===== config.mk =====
export PLATFORM = sky130hd
export DESIGN_NAME = io_fifo_bank_flat
export DESIGN_NICKNAME = d
export VERILOG_FILES = /design/src/rtl/io_fifo_bank_if.sv /design/src/rtl/io_fifo_bank.sv /design/src/flat_wrapper.sv
export SDC_FILE = /design/constraint.sdc
export NUM_CORES = 2
export LEC_CHECK = 0
export CAP_MARGIN = 20
export CORE_AREA = 3 3 388 467
export DETAILED_ROUTE_END_ITERATION = 8
export DIE_AREA = 0 0 391 470
export DONT_BUFFER_PORTS = 1
export PLACE_DENSITY_LB_ADDON = 0.12
export SETUP_SLACK_MARGIN = 0.15
export SYNTH_ARGS = -nofsm -noshare
export SYNTH_HDL_FRONTEND = slang
export SYNTH_SLANG_ARGS = --single-unit

===== constraint.sdc =====
create_clock -name clk -period 5.2 [get_ports clk]
set_clock_uncertainty 0.2 [all_clocks]
set_input_delay 0.52 -clock clk [delete_from_list [all_inputs] [get_ports clk]]
set_output_delay 0.52 -clock clk [all_outputs]
set_load 0.01 [all_outputs]

===== src/rtl/io_fifo_bank_if.sv =====
// Core read/write port and per-channel device streams of io_fifo_bank.
// The bank connects as slave; the core and device side together act as master.
interface io_fifo_bank_if #(
  parameter int unsigned D_WIDTH  = 34,
  parameter int unsigned PA_WIDTH = 4,
  parameter int unsigned NUM_CH   = 4
);
  logic                      read_req_i;
  logic [PA_WIDTH-1:0]       read_addr_i;
  logic [D_WIDTH-1:0]        dout_o;
  logic                      read_ack_o;
  logic                      write_req_i;
  logic [PA_WIDTH-1:0]       write_addr_i;
  logic [D_WIDTH-1:0]        din_i;
  logic                      write_ack_o;
  logic [NUM_CH-1:0]         ext_in_valid_i;
  logic [NUM_CH*D_WIDTH-1:0] ext_in_data_i;
  logic [NUM_CH-1:0]         ext_in_ready_o;
  logic [NUM_CH-1:0]         ext_out_valid_o;
  logic [NUM_CH*D_WIDTH-1:0] ext_out_data_o;
  logic [NUM_CH-1:0]         ext_out_ready_i;

  modport master (
    output read_req_i, read_addr_i, write_req_i, write_addr_i, din_i,
           ext_in_valid_i, ext_in_data_i, ext_out_ready_i,
    input  dout_o, read_ack_o, write_ack_o, ext_in_ready_o,
           ext_out_valid_o, ext_out_data_o
  );

  modport slave (
    input  read_req_i, read_addr_i, write_req_i, write_addr_i, din_i,
           ext_in_valid_i, ext_in_data_i, ext_out_ready_i,
    output dout_o, read_ack_o, write_ack_o, ext_in_ready_o,
           ext_out_valid_o, ext_out_data_o
  );
endinterface


===== src/rtl/io_fifo_bank.sv =====
// Bank of per-channel in/out FIFOs between a req/ack core port and valid/ready devices.
// Address NUM_CH is a status word; higher addresses read zero and swallow writes.
module io_fifo_bank #(
  parameter int unsigned D_WIDTH  = 34,
  parameter int unsigned PA_WIDTH = 4,
  parameter int unsigned NUM_CH   = 4,
  parameter int unsigned DEPTH    = 8
) (
  input  logic          clk,
  input  logic          reset_i,
  io_fifo_bank_if.slave bus
);
  localparam int unsigned PW = $clog2(DEPTH);
  localparam int unsigned CW = $clog2(DEPTH) + 1;

  typedef enum logic [1:0] {R_IDLE = 2'd0, R_ACK = 2'd1, R_DROP = 2'd2} rd_state_e;
  typedef enum logic [1:0] {W_IDLE = 2'd0, W_ACK = 2'd1, W_DROP = 2'd2} wr_state_e;

  rd_state_e           rd_state_q, rd_state_d;
  wr_state_e           wr_state_q, wr_state_d;
  logic                read_ack_q, read_ack_d;
  logic                write_ack_q, write_ack_d;
  logic [D_WIDTH-1:0]  dout_q, dout_d;

  logic [D_WIDTH-1:0]  in_mem_q  [NUM_CH][DEPTH];
  logic [D_WIDTH-1:0]  out_mem_q [NUM_CH][DEPTH];
  logic [PW-1:0]       in_wp_q  [NUM_CH], in_wp_d  [NUM_CH];
  logic [PW-1:0]       in_rp_q  [NUM_CH], in_rp_d  [NUM_CH];
  logic [PW-1:0]       out_wp_q [NUM_CH], out_wp_d [NUM_CH];
  logic [PW-1:0]       out_rp_q [NUM_CH], out_rp_d [NUM_CH];
  logic [CW-1:0]       in_cnt_q  [NUM_CH], in_cnt_d  [NUM_CH];
  logic [CW-1:0]       out_cnt_q [NUM_CH], out_cnt_d [NUM_CH];
  logic [NUM_CH-1:0]   in_ready_q, in_ready_d;
  logic [NUM_CH-1:0]   out_valid_q, out_valid_d;

  logic [NUM_CH-1:0]   in_push, in_pop, out_push, out_pop;
  logic [NUM_CH-1:0]   rd_hit, wr_hit;
  logic                rd_ok, wr_ok;
  logic [D_WIDTH-1:0]  rd_data, status;
  logic [NUM_CH*D_WIDTH-1:0] ext_out_data_c;

  // Status word: input non-empty flags low, output full flags above them.
  always_comb begin : status_word
    status = '0;
    for (int c = 0; c < NUM_CH; c++) begin
      status[c]          = (in_cnt_q[c] != '0);
      status[NUM_CH + c] = (out_cnt_q[c] == CW'(DEPTH));
    end
  end

  always_comb begin : rd_select
    rd_ok   = 1'b1;
    rd_hit  = '0;
    rd_data = '0;
    if (bus.read_addr_i == PA_WIDTH'(NUM_CH)) rd_data = status;
    for (int c = 0; c < NUM_CH; c++) begin
      if (bus.read_addr_i == PA_WIDTH'(c)) begin
        rd_hit[c] = 1'b1;
        rd_ok     = (in_cnt_q[c] != '0);
        rd_data   = in_mem_q[c][in_rp_q[c]];
      end
    end
  end

  always_comb begin : wr_select
    wr_ok  = 1'b1;
    wr_hit = '0;
    for (int c = 0; c < NUM_CH; c++) begin
      if (bus.write_addr_i == PA_WIDTH'(c)) begin
        wr_hit[c] = 1'b1;
        wr_ok     = (out_cnt_q[c] != CW'(DEPTH));
      end
    end
  end

  // Read handshake: one-cycle ack, then wait for the request to drop.
  always_comb begin : rd_fsm
    rd_state_d = rd_state_q;
    read_ack_d = 1'b0;
    dout_d     = dout_q;
    in_pop     = '0;
    unique case (rd_state_q)
      R_IDLE: begin
        if (bus.read_req_i && rd_ok) begin
          rd_state_d = R_ACK;
          read_ack_d = 1'b1;
          dout_d     = rd_data;
          in_pop     = rd_hit;
        end
      end
      R_ACK:   rd_state_d = R_DROP;
      R_DROP:  if (!bus.read_req_i) rd_state_d = R_IDLE;
      default: rd_state_d = R_IDLE;
    endcase
  end

  always_comb begin : wr_fsm
    wr_state_d  = wr_state_q;
    write_ack_d = 1'b0;
    out_push    = '0;
    unique case (wr_state_q)
      W_IDLE: begin
        if (bus.write_req_i && wr_ok) begin
          wr_state_d  = W_ACK;
          write_ack_d = 1'b1;
          out_push    = wr_hit;
        end
      end
      W_ACK:   wr_state_d = W_DROP;
      W_DROP:  if (!bus.write_req_i) wr_state_d = W_IDLE;
      default: wr_state_d = W_IDLE;
    endcase
  end

  // Pointer/count bookkeeping; flags are registered from the next counts.
  always_comb begin : fifo_next
    in_push = '0;
    out_pop = '0;
    in_ready_d  = '0;
    out_valid_d = '0;
    for (int c = 0; c < NUM_CH; c++) begin
      in_push[c]   = bus.ext_in_valid_i[c] && in_ready_q[c];
      out_pop[c]   = out_valid_q[c] && bus.ext_out_ready_i[c];
      in_wp_d[c]   = in_wp_q[c]  + (in_push[c]  ? PW'(1) : PW'(0));
      in_rp_d[c]   = in_rp_q[c]  + (in_pop[c]   ? PW'(1) : PW'(0));
      out_wp_d[c]  = out_wp_q[c] + (out_push[c] ? PW'(1) : PW'(0));
      out_rp_d[c]  = out_rp_q[c] + (out_pop[c]  ? PW'(1) : PW'(0));
      in_cnt_d[c]  = in_cnt_q[c]  + CW'(in_push[c])  - CW'(in_pop[c]);
      out_cnt_d[c] = out_cnt_q[c] + CW'(out_push[c]) - CW'(out_pop[c]);
      in_ready_d[c]  = (in_cnt_d[c] != CW'(DEPTH));
      out_valid_d[c] = (out_cnt_d[c] != '0);
    end
  end

  always_ff @(posedge clk) begin : state_regs
    if (reset_i) begin
      rd_state_q  <= R_IDLE;
      wr_state_q  <= W_IDLE;
      read_ack_q  <= 1'b0;
      write_ack_q <= 1'b0;
      dout_q      <= '0;
      in_ready_q  <= '1;
      out_valid_q <= '0;
      for (int c = 0; c < NUM_CH; c++) begin
        in_wp_q[c]   <= '0;
        in_rp_q[c]   <= '0;
        out_wp_q[c]  <= '0;
        out_rp_q[c]  <= '0;
        in_cnt_q[c]  <= '0;
        out_cnt_q[c] <= '0;
      end
    end else begin
      rd_state_q  <= rd_state_d;
      wr_state_q  <= wr_state_d;
      read_ack_q  <= read_ack_d;
      write_ack_q <= write_ack_d;
      dout_q      <= dout_d;
      in_ready_q  <= in_ready_d;
      out_valid_q <= out_valid_d;
      for (int c = 0; c < NUM_CH; c++) begin
        in_wp_q[c]   <= in_wp_d[c];
        in_rp_q[c]   <= in_rp_d[c];
        out_wp_q[c]  <= out_wp_d[c];
        out_rp_q[c]  <= out_rp_d[c];
        in_cnt_q[c]  <= in_cnt_d[c];
        out_cnt_q[c] <= out_cnt_d[c];
      end
    end
  end

  // Storage needs no reset: nothing is visible until a count says so.
  always_ff @(posedge clk) begin : fifo_mem
    for (int c = 0; c < NUM_CH; c++) begin
      if (in_push[c])  in_mem_q[c][in_wp_q[c]]   <= bus.ext_in_data_i[c*D_WIDTH +: D_WIDTH];
      if (out_push[c]) out_mem_q[c][out_wp_q[c]] <= bus.din_i;
    end
  end

  always_comb begin : out_head
    ext_out_data_c = '0;
    for (int c = 0; c < NUM_CH; c++) begin
      ext_out_data_c[c*D_WIDTH +: D_WIDTH] = out_mem_q[c][out_rp_q[c]];
    end
  end

  assign bus.dout_o          = dout_q;
  assign bus.read_ack_o      = read_ack_q;
  assign bus.write_ack_o     = write_ack_q;
  assign bus.ext_in_ready_o  = in_ready_q;
  assign bus.ext_out_valid_o = out_valid_q;
  assign bus.ext_out_data_o  = ext_out_data_c;

endmodule


===== src/flat_wrapper.sv =====
// flat-port wrapper written by rule: the top's interface ports become plain ports
module io_fifo_bank_flat 
#(
  parameter int unsigned D_WIDTH  = 34,
  parameter int unsigned PA_WIDTH = 4,
  parameter int unsigned NUM_CH   = 4,
  parameter int unsigned DEPTH    = 8
)
  (clk, reset_i, bus_read_req_i, bus_read_addr_i, bus_write_req_i, bus_write_addr_i, bus_din_i, bus_ext_in_valid_i, bus_ext_in_data_i, bus_ext_out_ready_i, bus_dout_o, bus_read_ack_o, bus_write_ack_o, bus_ext_in_ready_o, bus_ext_out_valid_o, bus_ext_out_data_o);
  io_fifo_bank_if #(.D_WIDTH(D_WIDTH), .PA_WIDTH(PA_WIDTH), .NUM_CH(NUM_CH)) bus_i ();
  input  logic clk;
  input  logic reset_i;
  input wire logic [$bits(bus_i.read_req_i)-1:0] bus_read_req_i;
  input wire logic [$bits(bus_i.read_addr_i)-1:0] bus_read_addr_i;
  input wire logic [$bits(bus_i.write_req_i)-1:0] bus_write_req_i;
  input wire logic [$bits(bus_i.write_addr_i)-1:0] bus_write_addr_i;
  input wire logic [$bits(bus_i.din_i)-1:0] bus_din_i;
  input wire logic [$bits(bus_i.ext_in_valid_i)-1:0] bus_ext_in_valid_i;
  input wire logic [$bits(bus_i.ext_in_data_i)-1:0] bus_ext_in_data_i;
  input wire logic [$bits(bus_i.ext_out_ready_i)-1:0] bus_ext_out_ready_i;
  output wire logic [$bits(bus_i.dout_o)-1:0] bus_dout_o;
  output wire logic [$bits(bus_i.read_ack_o)-1:0] bus_read_ack_o;
  output wire logic [$bits(bus_i.write_ack_o)-1:0] bus_write_ack_o;
  output wire logic [$bits(bus_i.ext_in_ready_o)-1:0] bus_ext_in_ready_o;
  output wire logic [$bits(bus_i.ext_out_valid_o)-1:0] bus_ext_out_valid_o;
  output wire logic [$bits(bus_i.ext_out_data_o)-1:0] bus_ext_out_data_o;
  assign bus_i.read_req_i = bus_read_req_i;
  assign bus_i.read_addr_i = bus_read_addr_i;
  assign bus_i.write_req_i = bus_write_req_i;
  assign bus_i.write_addr_i = bus_write_addr_i;
  assign bus_i.din_i = bus_din_i;
  assign bus_i.ext_in_valid_i = bus_ext_in_valid_i;
  assign bus_i.ext_in_data_i = bus_ext_in_data_i;
  assign bus_i.ext_out_ready_i = bus_ext_out_ready_i;
  assign bus_dout_o = bus_i.dout_o;
  assign bus_read_ack_o = bus_i.read_ack_o;
  assign bus_write_ack_o = bus_i.write_ack_o;
  assign bus_ext_in_ready_o = bus_i.ext_in_ready_o;
  assign bus_ext_out_valid_o = bus_i.ext_out_valid_o;
  assign bus_ext_out_data_o = bus_i.ext_out_data_o;
  io_fifo_bank #(.D_WIDTH(D_WIDTH), .PA_WIDTH(PA_WIDTH), .NUM_CH(NUM_CH), .DEPTH(DEPTH)) u_core (.clk(clk), .reset_i(reset_i), .bus(bus_i));
endmodule

==> metrics.md <==
| Metric | Value |
|---|---|
| Commonest non-fill, non-tap cells in the layout | `edfxtp_1, mux4_2, clkbuf_16` |
| Leading area contributor after synthesis | `edfxtp_1` |
| HPWL Detailed | `~130000 um` |
| Die area | `~180000 um^2` |
| IO Count | `370` |
| CP Class | `register to primary output` |
| Max Clock Freq | `~250 MHz` |
| Average vias per placed instance | `~6` |
| Antenna Nets Post-Route | `0` |
| Worst VDD drop | `between 0.3 and 0.4 mV` |
| Max clock buf depth | `3` |
| Post-Synth Adder-Cell Area | `around 1.2%` |
| Share of layout cells above drive strength 1 | `between 20 and 30%` |
| Crit end category | `primary output` |
| DR iter-0 viols | `3273` |
| Final Wtd Congestion | `0.855` |
| Total power | `42.8 mW` |
| Initial core utilization | `between 40% and 50%` |
| Sw Ratio | `between 20% and 30%` |
| First drt pass iteration count | `7` |
| Clock Latency Late Sink | `~850 ps` |
| Num Clock Sinks | `roughly 2300` |
| Fillers | `about 13000` |
| Async SR Flop Fraction | `0%` |
| Internal Power | `32.6 mW` |
| XOR/XNOR Fraction of Synth Area | `less than 1%` |
| Simple-Gate Fraction of Synth Area | `3.24%` |
| Clock-pin transition on the worst setup and hold timing paths | `~70 ps` |
| Synth warn | `0` |
| CTS tree | `done` |
| Area contributors post-synth | `edfxtp_1, mux4_2, dfxtp_1` |
| First-pass GRT wire length | `between 300000 and 400000 um` |
| Gr usage total | `between 20% and 30%` |
| Initial antenna violation count | `43` |
| Post-CTS sizing | `0` |
| Most used DFF post-synth | `edfxtp_1` |
| Number of global-route vias before repair | `roughly 42000` |
| MaxCap Viol Count | `0` |
| Routed length per placed instance | `30.6 um` |
| Rows | `169` |
| Leak | `around 31 nW` |
| Die Y | `between 400 and 500 um` |
| Number of flops mapped to enable cells by yosys | `2176` |
| Hold WS | `about 83 ps` |
| Nets | `4635` |
| Switch Pwr | `about 10 mW` |
| Largest family of logic cells by synthesized area | `multiplexers` |
| Critical Path RT | `4480 ps` |
| Final setup TNS | `0 ps` |
| Cell Area, Synth | `around 88000 um^2` |
| Final setup violation count | `0` |
| Area grow syn2layout | `15.2%` |
| Via count | `just over 40000` |
| Syn Area/Cell | `between 20 and 25 um^2` |
| Largest net degree at the start of global routing | `119` |
| Chain of cells forming the critical path | `buf_4 -> mux4_2 -> mux2_2` |
| Compound-Gate Fraction of Synth Area | `less than 1%` |
| Setup crit start kind | `register` |
| Core ar. | `between 150000 and 200000 um^2` |
| Slew Viols, Final | `0` |
| Drt drc | `0` |
| Worst relative slew slack | `22.5%` |
| CP Max Fanout | `43` |
| RSZ-0062 raised after global routing | `no` |
| Most common cell after layout, fill and taps aside | `edfxtp_1` |
| Post-Route WL | `about 210000 um` |
| PwrDens | `about 420 nW/um^2` |
| Crit path largest cell delay | `roughly 950 ps` |
| Critical path's slowest cell | `dfxtp_4` |
| Status | `finished, final reports clean` |
| Tightest Hold Check Type | `input port to register` |
| Share of total power in the clock network | `around 38%` |
| Post-synth top area share | `around three quarters` |
| Synthesized instance count | `~4000` |
| Final hold viol count | `0` |
| Yosys reg bits | `roughly 2300` |
| Total CTS buffers | `approximately 220` |
| Min Tclk post-route | `roughly 3900 ps` |
| Port bufs | `0` |
| Total grt overflow | `0` |
| Multiplexer share of the synthesized area | `between 10% and 20%` |
| Final period util | `between 70% and 80%` |
| Worst Tran Pin Value | `between 1000 and 1500 ps` |
| Gate power share | `11.1%` |
| Root Buffer | `clkbuf_16` |
| Seq pwr share | `roughly half` |
| Seq/Total Area, Yosys | `a little under 80%` |
| H-tree levels | `4` |
| Crit path DAT | `around 3200 ps` |
| Syn Nets | `between 4000 and 5000` |
| Cell variety after synth | `55` |
| Die W | `around 400 um` |
## critical path: cells and delay by family (launching register included)
family,cells,cell delay (ps)
flip-flops,1,950
multiplexers,2,910
buffers and inverters,1,460
## synthesized netlist by cell type (all sizes together), types with 2 or more instances
cell type / n
a2111oi: 4
a211oi: 5
a21o: 8
a21oi: 13
a221oi: 3
a311oi: 4
a32oi: 5
and2: 8
and3b: 2
buf: 98
clkbuf: 112
dfxtp: 128
edfxtp: 2176
fa: 8
ha: 72
inv: 53
mux2: 136
mux2i: 87
mux4: 536
nand2: 18
nand2b: 24
nand3: 51
nand3b: 56
nand4: 24
nand4b: 4
nor2: 152
nor2b: 50
nor3: 55
nor3b: 17
nor4: 25
nor4b: 5
o211ai: 8
o21ai: 2
o22ai: 15
o41ai: 5
or2: 2
or3b: 6
or4: 5
xnor2: 22
xor2: 10
## layer usage
| layer | vias up | GRT usage [%] | wire length [um] |
|---|---|---|---|
| li1 | 17407 | - | - |
| met1 | 21836 | 31.9 | 87300 |
| met2 | 1202 | 36.8 | 103000 |
| met3 | 260 | 6.14 | 16200 |
| met4 | 26 | 5.64 | 4780 |
| met5 | - | 0 | 161 |
## state kept, by name (all words and copies together) (netlist names)
signal	count
u_core.out_rp_q	12
u_core.out_mem_q	1088
u_core.bus.ext_in_ready_o	4
u_core.bus.write_ack_o	1
u_core.in_rp_q	12
u_core.in_wp_q	12
u_core.bus.ext_out_valid_o	4
u_core.wr_state_q	2
u_core.out_wp_q	12
u_core.in_mem_q	1088
u_core.in_cnt_q	16
u_core.bus.read_ack_o	1
u_core.bus.dout_o	34
u_core.out_cnt_q	16
u_core.rd_state_q	2
## repair_timing
item / CTS / global route
hold buffers: 215 / 0
setup buffers: 0 / 0
endpoints found under the hold margin: 2302 / 0
## final timing paths
kind / startpoint / endpoint / slack [ps] / cells past startpoint
setup reg to reg: u_core.out_cnt_q[0][14]$_SDFF_PP0_ / u_core.bus.ext_out_valid_o[1]$_SDFF_PP0_ / 1400 / 13
hold reg to reg: u_core.wr_state_q[0]$_SDFFE_PP0P_ / u_core.wr_state_q[1]$_SDFFE_PP0P_ / 290 / 2
setup / recovery: u_core.out_rp_q[3][0]$_SDFF_PP0_ / bus_ext_out_data_o[122] / 1260 / 3
hold / removal: bus_write_addr_i[0] / u_core.out_wp_q[0][0]$_SDFF_PP0_ / 80 / 4
## metrics by stage
step | setup slack, ps | utilization, % | cell area, um^2 | cells
2_1_floorplan | 233 | - | 88300 | 4021
3_3_place_gp | 1370 | 51.8 | 91600 | 6231
3_5_place_dp | 1340 | 51.9 | 91700 | 6234
4_1_cts | 1100 | 57.5 | 102000 | 6863
5_1_grt | 1010 | 57.5 | 102000 | 6875
6_report | 1260 | 57.5 | 102000 | 6894
## logic make-up after synthesis
group           after synthesis
flops                      2304
mux                         759
simple gates                509
buf+inv                     263
fa+ha+maj                    80
compound gates               74
xor+xnor                     32
## power groups by stage
stage / combinational [mW] / clock (mW) / sequential [mW]
2_1_floorplan: 3.36 / 0 / 21.8
3_3_place_gp: 4.34 / 0 / 22.2
3_5_place_dp: 4.35 / 0 / 22.2
4_1_cts: 4.86 / 16.5 / 21.8
5_1_grt: 5.17 / 17.3 / 21.9
6_report: 4.76 / 16.2 / 21.8
## layout make-up
type	count	area, um^2	share of cell area [%]
sequential	2304	68000	66.8
multi-input combinational	1454	19600	19.3
clock buffer	267	5860	5.76
timing repair buffer	331	3530	3.47
tap	2308	2890	2.84
clock inverter	147	1550	1.53
inverter	53	199	0.196
antenna	30	75.1	0.0738
(Power assumes the default switching activity.)
